$ cat src/rtl/rv_ctrl_pkg.sv
// rv_ctrl_pkg: states, opcode constants and datapath select encodings for the multi-cycle control unit.
// Revision 1.0
`default_nettype none

package rv_ctrl_pkg;

  typedef enum logic [2:0] {
    S_IDLE      = 3'd0,
    S_FETCH     = 3'd1,
    S_DECODE    = 3'd2,
    S_EXECUTE   = 3'd3,
    S_MEM       = 3'd4,
    S_WRITEBACK = 3'd5,
    S_HALT      = 3'd6,
    S_TRAP      = 3'd7
  } state_t;

  typedef enum logic [3:0] {
    CLS_NONE  = 4'd0,
    CLS_R     = 4'd1,
    CLS_IALU  = 4'd2,
    CLS_LOAD  = 4'd3,
    CLS_STORE = 4'd4,
    CLS_BRANCH= 4'd5,
    CLS_JAL   = 4'd6,
    CLS_JALR  = 4'd7,
    CLS_LUI   = 4'd8,
    CLS_AUIPC = 4'd9
  } opclass_t;

  localparam logic [4:0] OPC_R      = 5'b01100;
  localparam logic [4:0] OPC_IALU   = 5'b00100;
  localparam logic [4:0] OPC_LOAD   = 5'b00000;
  localparam logic [4:0] OPC_STORE  = 5'b01000;
  localparam logic [4:0] OPC_BRANCH = 5'b11000;
  localparam logic [4:0] OPC_JAL    = 5'b11011;
  localparam logic [4:0] OPC_JALR   = 5'b11001;
  localparam logic [4:0] OPC_LUI    = 5'b01101;
  localparam logic [4:0] OPC_AUIPC  = 5'b00101;
  localparam logic [4:0] OPC_SYSTEM = 5'b11100;
  localparam logic [4:0] OPC_FENCE  = 5'b00011;

  localparam logic [1:0] ALU_ADD  = 2'b00;
  localparam logic [1:0] ALU_BCMP = 2'b01;
  localparam logic [1:0] ALU_RFN  = 2'b10;
  localparam logic [1:0] ALU_IFN  = 2'b11;

  localparam logic [1:0] PC_PLUS4  = 2'b00;
  localparam logic [1:0] PC_ALU    = 2'b01;
  localparam logic [1:0] PC_BRANCH = 2'b10;

  localparam logic [1:0] SRCA_RS1    = 2'b00;
  localparam logic [1:0] SRCA_PC_OLD = 2'b01;
  localparam logic [1:0] SRCA_ZERO   = 2'b10;

  localparam logic [1:0] WB_ALU = 2'b00;
  localparam logic [1:0] WB_MEM = 2'b01;
  localparam logic [1:0] WB_PC4 = 2'b10;

  // Only opcodes that proceed to EXECUTE get a class; SYSTEM/FENCE/illegal map to CLS_NONE.
  function automatic opclass_t classify(input logic [4:0] opc);
    case (opc)
      OPC_R:      return CLS_R;
      OPC_IALU:   return CLS_IALU;
      OPC_LOAD:   return CLS_LOAD;
      OPC_STORE:  return CLS_STORE;
      OPC_BRANCH: return CLS_BRANCH;
      OPC_JAL:    return CLS_JAL;
      OPC_JALR:   return CLS_JALR;
      OPC_LUI:    return CLS_LUI;
      OPC_AUIPC:  return CLS_AUIPC;
      default:    return CLS_NONE;
    endcase
  endfunction

endpackage

`default_nettype wire

$ cat src/rtl/multicycle_control_unit_if.sv
// multicycle_control_unit_if: unified memory port handshake between control unit and memory.
// Revision 1.0
`default_nettype none

interface multicycle_control_unit_if;
  logic mem_req;
  logic mem_we;
  logic mem_addr_sel;
  logic mem_ready;

  modport master (output mem_req, output mem_we, output mem_addr_sel, input mem_ready);
  modport slave  (input mem_req, input mem_we, input mem_addr_sel, output mem_ready);
endinterface

`default_nettype wire

$ cat src/rtl/mem_wait_timer.sv
// mem_wait_timer: counts consecutive unanswered request cycles and flags expiry at TIMEOUT_CYCLES.
// Revision 1.0
`default_nettype none

module mem_wait_timer #(
  parameter int TIMEOUT_CYCLES = 16
) (
  input  wire  clk,
  input  wire  rst_n,
  input  wire  active,
  input  wire  ready,
  output logic expired
);

  localparam int CNT_W = $clog2(TIMEOUT_CYCLES);
  localparam logic [CNT_W-1:0] CNT_LAST = CNT_W'(TIMEOUT_CYCLES - 1);

  logic [CNT_W-1:0] count;

  // Held at zero outside request states, so every FETCH/MEM entry starts from zero.
  always_ff @(posedge clk) begin
    if (!rst_n) begin
      count <= '0;
    end else if (!active || ready) begin
      count <= '0;
    end else if (count != CNT_LAST) begin
      count <= count + CNT_W'(1);
    end
  end

  assign expired = active && !ready && (count == CNT_LAST);

endmodule

`default_nettype wire

$ cat src/rtl/multicycle_control_unit.sv
// multicycle_control_unit: RV32I multi-cycle sequencing FSM with bounded memory waits and sticky HALT/TRAP.
// Optional RETIRE_COUNT_EN adds retire/instret outputs. Revision 1.0
`default_nettype none

module multicycle_control_unit
  import rv_ctrl_pkg::*;
#(
  parameter int TIMEOUT_CYCLES = 16
) (
  input  wire         clk,
  input  wire         rst_n,
  input  wire  [31:0] inst,
  multicycle_control_unit_if.master bus,
  output logic        ir_write,
  output logic        pc_write,
  output logic        branch,
  output logic [1:0]  pc_src,
  output logic [1:0]  alu_src_a,
  output logic        alu_src_b,
  output logic [1:0]  alu_op,
  output logic        reg_write,
  output logic [1:0]  wb_sel,
  output logic        halted,
  output logic        illegal_inst,
  output logic        bus_error
`ifdef RETIRE_COUNT_EN
  ,
  output logic        retire,
  output logic [31:0] instret
`endif
);

  state_t   state, state_nx;
  opclass_t opclass, dec_class;
  logic     mem_req, mem_we, mem_addr_sel;
  logic     timer_active, timer_expired;
  logic     set_halt, set_illegal, set_bus_err, retire_now;
  logic     unused_inst_bits;

  assign unused_inst_bits = ^{inst[31:15], inst[11:7]};
  assign dec_class        = (inst[1:0] == 2'b11) ? classify(inst[6:2]) : CLS_NONE;
  assign timer_active     = (state == S_FETCH) || (state == S_MEM);

  mem_wait_timer #(.TIMEOUT_CYCLES(TIMEOUT_CYCLES)) u_wait_timer (
    .clk     (clk),
    .rst_n   (rst_n),
    .active  (timer_active),
    .ready   (bus.mem_ready),
    .expired (timer_expired)
  );

  always_ff @(posedge clk) begin
    if (!rst_n) begin
      state        <= S_IDLE;
      opclass      <= CLS_NONE;
      halted       <= 1'b0;
      illegal_inst <= 1'b0;
      bus_error    <= 1'b0;
    end else begin
      state        <= state_nx;
      if (state == S_DECODE) opclass <= dec_class;
      halted       <= halted | set_halt;
      illegal_inst <= illegal_inst | set_illegal;
      bus_error    <= bus_error | set_bus_err;
    end
  end

  always_comb begin
    state_nx     = state;
    mem_req      = 1'b0;
    mem_we       = 1'b0;
    mem_addr_sel = 1'b0;
    ir_write     = 1'b0;
    pc_write     = 1'b0;
    branch       = 1'b0;
    pc_src       = PC_PLUS4;
    alu_src_a    = SRCA_RS1;
    alu_src_b    = 1'b0;
    alu_op       = ALU_ADD;
    reg_write    = 1'b0;
    wb_sel       = WB_ALU;
    set_halt     = 1'b0;
    set_illegal  = 1'b0;
    set_bus_err  = 1'b0;
    retire_now   = 1'b0;
    case (state)
      S_IDLE: state_nx = S_FETCH;
      S_FETCH: begin
        mem_req = 1'b1;
        if (bus.mem_ready) begin
          ir_write = 1'b1;
          pc_write = 1'b1;
          pc_src   = PC_PLUS4;
          state_nx = S_DECODE;
        end else if (timer_expired) begin
          set_bus_err = 1'b1;
          state_nx    = S_TRAP;
        end
      end
      S_DECODE: begin
        if (dec_class != CLS_NONE) begin
          state_nx = S_EXECUTE;
        end else if (inst[1:0] == 2'b11 && inst[6:2] == OPC_SYSTEM && inst[14:12] == 3'b000) begin
          set_halt = 1'b1;
          state_nx = S_HALT;
        end else if (inst[1:0] == 2'b11 && inst[6:2] == OPC_FENCE) begin
          retire_now = 1'b1;
          state_nx   = S_FETCH;
        end else begin
          set_illegal = 1'b1;
          state_nx    = S_TRAP;
        end
      end
      S_EXECUTE: begin
        state_nx = S_WRITEBACK;
        case (opclass)
          CLS_R:    alu_op = ALU_RFN;
          CLS_IALU: begin alu_op = ALU_IFN; alu_src_b = 1'b1; end
          CLS_LOAD, CLS_STORE: begin
            alu_op    = ALU_ADD;
            alu_src_b = 1'b1;
            state_nx  = S_MEM;
          end
          CLS_BRANCH: begin
            alu_op     = ALU_BCMP;
            branch     = 1'b1;
            pc_src     = PC_BRANCH;
            retire_now = 1'b1;
            state_nx   = S_FETCH;
          end
          CLS_JAL, CLS_JALR: begin
            alu_src_a = (opclass == CLS_JAL) ? SRCA_PC_OLD : SRCA_RS1;
            alu_src_b = 1'b1;
            pc_write  = 1'b1;
            pc_src    = PC_ALU;
          end
          CLS_LUI:   begin alu_src_a = SRCA_ZERO;   alu_src_b = 1'b1; end
          CLS_AUIPC: begin alu_src_a = SRCA_PC_OLD; alu_src_b = 1'b1; end
          default: begin
            set_illegal = 1'b1;
            state_nx    = S_TRAP;
          end
        endcase
      end
      S_MEM: begin
        mem_req      = 1'b1;
        mem_addr_sel = 1'b1;
        mem_we       = (opclass == CLS_STORE);
        if (bus.mem_ready) begin
          retire_now = (opclass == CLS_STORE);
          state_nx   = (opclass == CLS_STORE) ? S_FETCH : S_WRITEBACK;
        end else if (timer_expired) begin
          set_bus_err = 1'b1;
          state_nx    = S_TRAP;
        end
      end
      S_WRITEBACK: begin
        reg_write  = 1'b1;
        retire_now = 1'b1;
        if (opclass == CLS_LOAD) wb_sel = WB_MEM;
        else if (opclass == CLS_JAL || opclass == CLS_JALR) wb_sel = WB_PC4;
        else wb_sel = WB_ALU;
        state_nx = S_FETCH;
      end
      default: state_nx = state;
    endcase
  end

  assign bus.mem_req      = mem_req;
  assign bus.mem_we       = mem_we;
  assign bus.mem_addr_sel = mem_addr_sel;

`ifdef RETIRE_COUNT_EN
  assign retire = retire_now;

  always_ff @(posedge clk) begin
    if (!rst_n) instret <= 32'd0;
    else if (retire_now) instret <= instret + 32'd1;
  end
`else
  logic unused_retire;
  assign unused_retire = retire_now;
`endif

endmodule

`default_nettype wire
$ cat src/flat_wrapper.sv
// flat-port wrapper written by rule: the top's interface ports become plain ports
module multicycle_control_unit_flat import rv_ctrl_pkg::*;
#(
  parameter int TIMEOUT_CYCLES = 16
)
  (clk, rst_n, inst, ir_write, pc_write, branch, pc_src, alu_src_a, alu_src_b, alu_op, reg_write, wb_sel, halted, illegal_inst, bus_error, bus_mem_req, bus_mem_we, bus_mem_addr_sel, bus_mem_ready);
  multicycle_control_unit_if bus_i ();
  input  wire clk;
  input  wire rst_n;
  input  wire  [31:0] inst;
  output logic ir_write;
  output logic pc_write;
  output logic branch;
  output logic [1:0] pc_src;
  output logic [1:0] alu_src_a;
  output logic alu_src_b;
  output logic [1:0] alu_op;
  output logic reg_write;
  output logic [1:0] wb_sel;
  output logic halted;
  output logic illegal_inst;
  output logic bus_error;
  output wire logic [$bits(bus_i.mem_req)-1:0] bus_mem_req;
  output wire logic [$bits(bus_i.mem_we)-1:0] bus_mem_we;
  output wire logic [$bits(bus_i.mem_addr_sel)-1:0] bus_mem_addr_sel;
  input wire logic [$bits(bus_i.mem_ready)-1:0] bus_mem_ready;
  assign bus_mem_req = bus_i.mem_req;
  assign bus_mem_we = bus_i.mem_we;
  assign bus_mem_addr_sel = bus_i.mem_addr_sel;
  assign bus_i.mem_ready = bus_mem_ready;
  multicycle_control_unit #(.TIMEOUT_CYCLES(TIMEOUT_CYCLES)) u_core (.clk(clk), .rst_n(rst_n), .inst(inst), .bus(bus_i), .ir_write(ir_write), .pc_write(pc_write), .branch(branch), .pc_src(pc_src), .alu_src_a(alu_src_a), .alu_src_b(alu_src_b), .alu_op(alu_op), .reg_write(reg_write), .wb_sel(wb_sel), .halted(halted), .illegal_inst(illegal_inst), .bus_error(bus_error));
endmodule
$ cat config.mk
export PLATFORM = sky130hd
export DESIGN_NAME = multicycle_control_unit_flat
export DESIGN_NICKNAME = d
export VERILOG_FILES = /design/src/rtl/rv_ctrl_pkg.sv /design/src/rtl/multicycle_control_unit_if.sv /design/src/rtl/mem_wait_timer.sv /design/src/rtl/multicycle_control_unit.sv /design/src/flat_wrapper.sv
export SDC_FILE = /design/constraint.sdc
export NUM_CORES = 1
export LEC_CHECK = 0
export BUFFER_PORTS_ARGS = -buffer_cell sky130_fd_sc_hd__buf_4
export CORE_MARGIN = 2
export CORE_UTILIZATION = 38
export DETAILED_ROUTE_END_ITERATION = 16
export MAX_ROUTING_LAYER = met4
export PLACE_DENSITY = 0.74
export SYNTH_ARGS = -nofsm -noshare
export SYNTH_HDL_FRONTEND = slang
export SYNTH_SLANG_ARGS = --single-unit
$ cat constraint.sdc
create_clock -name clk -period 1.6 [get_ports clk]
set_input_delay 0.32 -clock clk [delete_from_list [all_inputs] [get_ports clk]]
set_output_delay 0.32 -clock clk [all_outputs]
set_load 0.05 [all_outputs]
==> reports/qor.csv <==
metric;value;unit
die_width;57.15;um
grtUsageMet3;2.268;%
area_delta_synth_final;64.92;%
globalRouteMet2Util;38.10;%
synth-edff-count;0;
synthArstFlopShare;0;%
place_area;1438;um^2
cp-start-kind;register;
endpoint;wb_sel[0];
antenna_found_initial;0;
overflow;0;
setup_violations;13;
worst_pin_slew;0.3444;ns
grt_pass1_vias;1191;
worstReg2RegStart;u_core.opclass[2];
arrival;1.46;ns
vias;1233;
cpMaxStageDelayCell;dfxtp_4;
grt_use_met1;23.39;%
path_cells;buf_4 > buf_4 > and3b_1 > and3_4 > buf_8;
yosysMostFrequentCell;nor2_1;
ant_nets;0;
diodes;0;
worstSetupEndpointType;output port;
grt_usage;20.77;%
finalWorstSetupSlack;-0.1826;ns
start_util;39.61;%
first_pass_iters;4;
yosys_warnings;0;
clockBufferDepth;2;
synth_cell_types;46;
routabilityCongestion;0.8363;
hp-class;input pin to register;
synth_area_leaders;dfxtp_1 26%, nor2_1 5.2%, nand2_1 4.2%;
avgRoutedWirePerCell;14.71;um
h-tree-depth;1;
drt_iter0_markers;24;
netlist_instances;142;
path_common_cell;buf_4;
slew_viol_final;0;
slew-limit-headroom;76.85;%
grt_pass1_wl;5306;um
rows;19;
critPathLaunch;u_core.opclass[2];
grt_max_degree;13;
ys_seq_area_share;26.11;%
clkSinkCount;14;
cts_tree;built;
fmax;0.5610;GHz
dp_hpwl;2144;um
fin_crit_sh;111.4;%
drive_gt1_share;49.73;%
ioPinCount;54;
postCtsHoldBufs;0;
synth.cell_area;1074;um^2
critPathMaxStageDelay;0.36;ns
vias_per_cell;5.656;
drv_cap;0;
fin_worst_skew;0.0004174;ns
synthFlopType;dfxtp_1;
regToRegSetupSlack;0.09;ns
synth_fp_nets;178;
synth_top_area_cell;dfxtp_1;
vdd.ir_drop.worst;0.0009251;V
fin_nets;225;
synthTopCellsByCount;15 x nor2_1, 14 x dfxtp_1, 12 x nand2_1, 7 x nor3_1;
final.min_clock_period;1.783;ns
p_per_area;755.6;nW/um^2
p_leak;0.7051;nW
cts_buffers;3;
ys_ff_latch;14;
criticalPathCategory;register to output port;
holdWs;0.3472;ns
die_area;3266;um^2
grt.busiest_layer;met2;
violations;negative setup slack;
avgSynthCellArea;7.560;um^2
clk_pin_slew;0.08;ns
rsz0062_at_grt;true;
cts-root-buf;clkbuf_4;
finalHoldViolations;0;
wl;3206;um
core-area;2710;um^2
required;1.28;ns
clock_latency;0.27;ns
path_max_fanout;3;
status;finished with violations;
r2r-end;u_core.state[1];
die_y;57.15;um
drc_errors;0;
synth_top_area_share;26.11;%
portBuffers;31;
r2r_cells;6;
stdcell_area;1770;um^2
critical path, delay by kind of cell (launching register included):
family | cells | cell delay [ns]
buffers and inverters | 3 | 0.41
flip-flops | 1 | 0.36
AND/OR/NAND/NOR | 2 | 0.41
report_power, final:
| part | internal (mW) | switching [mW] | leakage (nW) |
|---|---|---|---|
| Sequential | 0.383 | 0.0344 | 0.116 |
| Combinational | 0.331 | 0.395 | 0.575 |
| Clock | 0.0872 | 0.108 | 0.0138 |
| Total | 0.801 | 0.537 | 0.705 |
layout make-up:
class | instances | area (um^2)
fillers | 222 | 939.7
repair buffers | 54 | 510.5
multi-input cells | 111 | 882.1
clock buffers | 3 | 22.52
inverters | 5 | 22.52
well taps | 31 | 38.79
flip-flops and latches | 14 | 294.0
sequential cells by signal, summed over array words and instances, names as in the netlist:
| signal | cells |
|---|---|
| u_core.bus_error | 1 |
| u_core.halted | 1 |
| u_core.illegal_inst | 1 |
| u_core.opclass | 4 |
| u_core.state | 3 |
| u_core.u_wait_timer.count | 4 |
routing by layer:
metal / up-vias / wire length, um / share of wire [%]
met1: 588 / 1246 / 39
met4: 0 / 73 / 2.3
met5: - / 0 / 0
li1: 603 / - / -
met2: 32 / 1746 / 54
met3: 10 / 140 / 4.4
placed cells by master, fill, tap and decap left out, types with 2 or more instances in the layout:
cell type	n
buf_6	20
dfxtp_4	3
and3_4	2
nand2_1	9
nand2_4	2
nand4_1	2
a211oi_1	2
nor3_4	4
xnor2_1	2
nor3b_1	3
clkbuf_4	3
buf_4	30
a21boi_0	4
a31oi_1	5
dfxtp_2	2
dfxtp_1	9
and2b_2	2
nor2b_4	2
nor2b_1	3
buf_8	4
nand3_1	3
nand2b_4	2
nor2_1	13
a21boi_1	2
nor3b_4	2
o21ai_0	4
inv_1	3
nor4_1	2
a21oi_1	3
nor3_1	3
nand3b_1	2
or3_1	2
o21a_1	2
metrics by stage:
stage               worst slack (ns)  cells  TNS (ns)  power [mW]  util [%]
finish                       -0.1826    218    -1.527       1.338     65.33
detailed placement           0.02660    204         0      0.9763     53.05
global placement             0.02148    204         0      0.9677     53.05
floorplan                    -0.4209    142    -2.880      0.8291         -
global route                 -0.2256    218    -2.192       1.411     65.33
CTS                          -0.1756    216    -1.564       1.276     61.40
worst min-delay path by stage:
stage | start | end | slack [ns] | depth (start not counted)
2_1_floorplan | u_core.u_wait_timer.count[3] | u_core.u_wait_timer.count[3] | 0.48 | 1
3_3_place_gp | u_core.halted | u_core.halted | 0.45 | 1
3_5_place_dp | u_core.halted | u_core.halted | 0.46 | 1
4_1_cts | rst_n | u_core.halted | 0.35 | 2
5_1_grt | rst_n | u_core.state[1] | 0.35 | 2
6_report | rst_n | u_core.halted | 0.35 | 2
timing repair:
item                                    in CTS  in global routing
gates cloned                                 0                  0
endpoints found under the setup margin      15                 15
buffers inserted                             9                  4
pin swaps                                    7                 10
gates resized for setup                     40                 22
logic make-up (layout without fill, tap and decap cells):
| family | after synthesis | after routing | synth area share, % |
|---|---|---|---|
| adders and majority gates | 1 | 1 | 1.165 |
| muxes | 1 | 1 | 0.9324 |
| xor gates and xnor gates | 3 | 3 | 2.448 |
| and+or+nand+nor | 71 | 71 | 36.36 |
| AOI/OAI and AO/OA | 35 | 35 | 22.84 |
| DFF | 14 | 14 | 26.11 |
| buffers and inverters | 17 | 62 | 10.14 |
(Power assumes the default switching activity.)
